<file path="src/rtl/q02_sweep_ctrl.sv">
// Exhaustive 3-input sweep sequencer: drives all 8 {a,b,c} vectors, captures s, checks against EXPECTED.
// Optional build macro SWEEP_STOP_ON_FAIL_EN ends the sweep at the first mismatching vector.
module q02_sweep_ctrl #(
   parameter int unsigned SETTLE   = 1,
   parameter logic [7:0]  EXPECTED = 8'h70
) (
   input  logic       clk,
   input  logic       rst_n,
   input  logic       start,
   output logic [2:0] abc_out,
   input  logic       s_in,
   output logic       busy,
   output logic       done,
   output logic [7:0] table_out,
   output logic       pass,
   output logic [2:0] fail_idx,
   output logic [3:0] mismatch_cnt
);

   // A SETTLE of 0 behaves as 1, so the last DRIVE count is never below zero.
   localparam logic [3:0] SETTLE_LAST = (SETTLE == 0) ? 4'd0 : 4'(SETTLE - 1);

   typedef enum logic [1:0] {IDLE, DRIVE, SAMPLE, DONE} state_t;

   state_t     state_q, state_d;
   logic [2:0] idx_q, idx_d;
   logic [3:0] cnt_q, cnt_d;
   logic       busy_q, busy_d;
   logic       done_q, done_d;
   logic [7:0] table_q, table_d;
   logic       pass_q, pass_d;
   logic [2:0] fail_idx_q, fail_idx_d;
   logic [3:0] mismatch_q, mismatch_d;
   logic       mismatch;
   logic       stop_early;

   always_ff @(posedge clk or negedge rst_n) begin
      if (!rst_n) begin
         state_q    <= IDLE;
         idx_q      <= 3'd0;
         cnt_q      <= 4'd0;
         busy_q     <= 1'b0;
         done_q     <= 1'b0;
         table_q    <= 8'h00;
         pass_q     <= 1'b0;
         fail_idx_q <= 3'd0;
         mismatch_q <= 4'd0;
      end else begin
         state_q    <= state_d;
         idx_q      <= idx_d;
         cnt_q      <= cnt_d;
         busy_q     <= busy_d;
         done_q     <= done_d;
         table_q    <= table_d;
         pass_q     <= pass_d;
         fail_idx_q <= fail_idx_d;
         mismatch_q <= mismatch_d;
      end
   end

   always_comb begin
      state_d    = state_q;
      idx_d      = idx_q;
      cnt_d      = cnt_q;
      busy_d     = busy_q;
      done_d     = 1'b0;
      table_d    = table_q;
      pass_d     = pass_q;
      fail_idx_d = fail_idx_q;
      mismatch_d = mismatch_q;
      mismatch   = (s_in != EXPECTED[idx_q]);
`ifdef SWEEP_STOP_ON_FAIL_EN
      stop_early = mismatch;
`else
      stop_early = 1'b0;
`endif

      case (state_q)
         IDLE: begin
            if (start) begin
               state_d    = DRIVE;
               idx_d      = 3'd0;
               cnt_d      = 4'd0;
               busy_d     = 1'b1;
               table_d    = 8'h00;
               pass_d     = 1'b0;
               fail_idx_d = 3'd0;
               mismatch_d = 4'd0;
            end
         end
         DRIVE: begin
            if (cnt_q == SETTLE_LAST) begin
               cnt_d   = 4'd0;
               state_d = SAMPLE;
            end else begin
               cnt_d = cnt_q + 4'd1;
            end
         end
         SAMPLE: begin
            table_d[idx_q] = s_in;
            if (mismatch) begin
               mismatch_d = mismatch_q + 4'd1;
               if (mismatch_q == 4'd0) begin
                  fail_idx_d = idx_q;
               end
            end
            // The index stops at 7 rather than wrapping, so the sweep always terminates.
            if (idx_q == 3'd7 || stop_early) begin
               state_d = DONE;
            end else begin
               idx_d   = idx_q + 3'd1;
               state_d = DRIVE;
            end
         end
         DONE: begin
            busy_d  = 1'b0;
            done_d  = 1'b1;
            pass_d  = (table_q == EXPECTED);
            state_d = IDLE;
         end
         default: begin
            state_d = IDLE;
         end
      endcase
   end

   assign abc_out      = idx_q;
   assign busy         = busy_q;
   assign done         = done_q;
   assign table_out    = table_q;
   assign pass         = pass_q;
   assign fail_idx     = fail_idx_q;
   assign mismatch_cnt = mismatch_q;

endmodule

</file>
<file path="config.mk">
export PLATFORM = sky130hd
export DESIGN_NAME = q02_sweep_ctrl
export DESIGN_NICKNAME = d
export VERILOG_FILES = /design/src/rtl/q02_sweep_ctrl.sv
export SDC_FILE = /design/constraint.sdc
export NUM_CORES = 1
export LEC_CHECK = 0
export CAP_MARGIN = 20
export CORE_MARGIN = 2
export CORE_UTILIZATION = 44
export CTS_CLUSTER_DIAMETER = 60
export DETAILED_ROUTE_END_ITERATION = 8
export PLACE_DENSITY_LB_ADDON = 0.12
export RECOVER_POWER = 100
export SYNTH_ARGS = -nofsm -noshare
export SYNTH_HDL_FRONTEND = slang
export SYNTH_SLANG_ARGS = --single-unit
</file>
<file path="constraint.sdc">
create_clock -name clk -period 1.85 [get_ports clk]
set_input_delay 0.37 -clock clk [delete_from_list [all_inputs] [get_ports clk]]
set_output_delay 0.37 -clock clk [all_outputs]
set_load 0.005 [all_outputs]
</file>
==> impl_metrics.tcl <==
set metrics [dict create \
    setup_viol 0 \
    worst_pin_slew_ps 674 \
    sw_frac_of_total 0.373 \
    fmax_ghz 0.564 \
    placed_cell_area_um2 1740 \
    dp_hpwl_um 2070 \
    setup_ws_ps 76.3 \
    slew-limit-headroom 0.551 \
    root_buffer "clkbuf_4" \
    postCtsHoldBufs 0 \
    rsz0062_at_grt "no" \
    antenna_left 0 \
    syn_nets 149 \
    yosys_warnings 0 \
    final_util 0.564 \
    fill_cells 286 \
    htree_levels 1 \
    max_stage_delay_ps 520 \
    grt_pass1_wl_um 4820 \
    routed_via_density 5.30 \
    yosys.area.top_type_share 0.473 \
    syn_area_per_cell_um2 10.4 \
    vias 1123 \
    antenna_found_initial 0 \
    ys_seq_elements 27 \
    die_h_um 61.0 \
    core_area_um2 3080 \
    critPathRequiredTime_ps 1480 \
    preCtsSetupSlack_ps 165 \
    worstPathCellList "buf_4, clkdlybuf4s50_1" \
    layout.nets 180 \
    drt_iter0_drc 43 \
    layout_worst_path_cycle_share 0.959 \
    p_comb_frac 0.418 \
    cp-end-kind "primary output" \
    portBuffers 24 \
    area_growth_pct 21.5 \
    crit_type "flip-flop to primary output" \
    cts_tree "built" \
    syn_area_um2 1430 \
    grt_pass1_vias 1028 \
    hold_viol 0 \
    cap_violations 0 \
    cp_num_buf_inv 2 \
    min_period_ps 1770 \
    wl_per_cell_um 13.4 \
    worstHoldPathType "flip-flop to flip-flop" \
    drc 0 \
    pin_count 25 \
    seq_area_frac_synth 0.473 \
    drive_above_1_share 0.0952 \
    drv_slew 0 \
    die_width_um 61.0 \
    antenna_cells 0 \
    p_int_mw 1.20 \
    cts_sinks 27 \
    power_frac_clock 0.136 \
    postLayoutCellArea_um2 1740 \
    synthTopCellsByArea "dfrtp_1 (47%), ha_1 (6.1%), nand2_1 (5.0%)" \
    cts_buffer_depth 2 \
    outcome "finished, final reports clean" \
    post_synth_inst_count 138 \
    cts.reportedPaths.clkPinSlew_ps 150 \
    gr-total-overflow 0 \
    crit_fanout 9 \
    power.switching_uw 712 \
    cp-start-kind "flip-flop" \
    setup_tns_ps 0 \
    grt_max_degree 28 \
    dr.pass1.iters 4 \
    vdd_drop_max_mv 0.575 \
    cts_buffers 3 \
    critPathTopFamily "buffers and inverters" \
    wirelength_um 2850 \
    cellLeakagePower_nw 0.811 \
    synth_top_cell_by_area "dfrtp_1" \
    yosysUniqueCellTypes 36 \
    die_area_um2 3720 \
    totalPowerFinal_mw 1.91 \
    gr-usage-all-layers 0.173 \
    cpMaxStageDelayCell "clkdlybuf4s50_1" \
    num_rows 20 \
    critPathArrivalTime_ps 1400 \
    start_util 0.464 \
    power_density_nw_per_um2 1100 \
    clk_latency_ps 330 \
    seq_power_share 0.446 \
    place_congestion 0.832 \
    fin_skew_ps 6.50 \
]
## what timing repair did
action | 4_1_cts | 5_1_grt
gates resized for setup | 0 | 1
setup endpoints to repair | 1 | 1
setup buffers | 1 | 0
## metal layers
layer  vias to the layer above  global-route usage  part of all wire
li1                        552                   -                 -
met1                       542               0.247              0.49
met2                        25               0.273              0.46
met3                         4              0.0235             0.039
met4                         0              0.0559             0.010
met5                         -                   0                 0
## path summary, 6_finish.rpt
check                                       end  slack, ps       start  depth (start not counted)
worst min register to register             busy        510        busy                          2
worst max-delay path                 abc_out[1]         80  abc_out[1]                          2
min in group asynchronous          table_out[7]        580       rst_n                          2
worst max register to register  mismatch_cnt[2]        160  abc_out[1]                          6
max in group asynchronous            abc_out[2]        800       rst_n                          2
worst min-delay path                       busy        510        busy                          2
## power groups by stage
stage          clock [mW]  combinational [mW]  sequential [mW]
6_report            0.260               0.799            0.851
2_1_floorplan           0               0.480            0.855
4_1_cts             0.273               0.885            0.853
3_3_place_gp            0               0.850            0.864
5_1_grt             0.299               0.891            0.874
3_5_place_dp            0               0.861            0.873
## worst register-to-register path, stage by stage (launching register included)
cell and delay [ps]:
dfrtp_1 390, clkbuf_1 210, ha_1 180, and2b_2 220, xnor2_2 170, nand2b_1 210
a31o_1 220
## final cells by class
class | instances | area [um^2] | share of cell area
Sequential cell | 27 | 677 | 0.390
Multi-Input combinational cell | 98 | 664 | 0.383
Timing Repair Buffer | 31 | 283 | 0.163
Tap cell | 44 | 55.1 | 0.0317
Inverter | 8 | 30.0 | 0.0173
Clock buffer | 3 | 22.5 | 0.0130
Clock inverter | 1 | 5.00 | 0.00288
## flip-flops by register name, summed over array words and instances, names as in the netlist
| register | flops |
|---|---|
| cnt_q | 4 |
| busy | 1 |
| fail_idx | 3 |
| pass | 1 |
| state_q | 2 |
| mismatch_cnt | 4 |
| table_out | 8 |
| done | 1 |
| abc_out | 3 |
## cell families (layout without fill, tap and decap cells)
| family | count (synthesis) | after routing | share of synthesized area |
|---|---|---|---|
| buffers and inverters | 13 | 43 | 0.0403 |
| AOI/OAI and AO/OA | 31 | 31 | 0.152 |
| adders and majority gates | 7 | 7 | 0.0613 |
| and+or+nand+nor | 50 | 50 | 0.192 |
| xor gates and xnor gates | 2 | 2 | 0.0254 |
| muxes | 8 | 8 | 0.0569 |
| DFF | 27 | 27 | 0.473 |
## stage by stage
step / hold slack (ps) / std cells
after global routing: 549 / 212
final: 508 / 212
after CTS: 402 / 212
after floorplan: 74.4 / 138
after detailed placement: 489 / 207
after global placement: 467 / 207
## cells in the mapped netlist (all sizes together)
cell type,number
o41ai,2
clkbuf,2
buf,3
o211ai,4
a31oi,1
ha,7
nor2b,3
nor3,1
dfrtp,27
a31o,1
nand2b,3
o31ai,1
o21ai,10
nand2,21
o21bai,1
nand4,1
xor2,1
a21oi,2
nor2,8
mux2i,7
inv,8
nand3b,4
a22o,7
nor4,2
and2b,1
nor3b,2
mux2,1
xnor2,1
o311ai,2
nand3,4
## layout by cell type (no fill, tap or decap), types with 2 or more instances in the layout
master / n
o21ai_0: 10
a22o_1: 7
clkbuf_1: 2
nand3_1: 4
dlygate4sd3_1: 17
buf_4: 4
a21oi_1: 2
clkbuf_4: 3
mux2i_1: 7
inv_1: 8
clkdlybuf4s50_1: 7
nor4_1: 2
nor2_1: 7
nand2_1: 20
nand2b_1: 3
o211ai_1: 4
o41ai_1: 2
nor2b_1: 3
nand3b_1: 4
dfrtp_1: 26
ha_1: 7
Power figures use the tool's default switching activity.
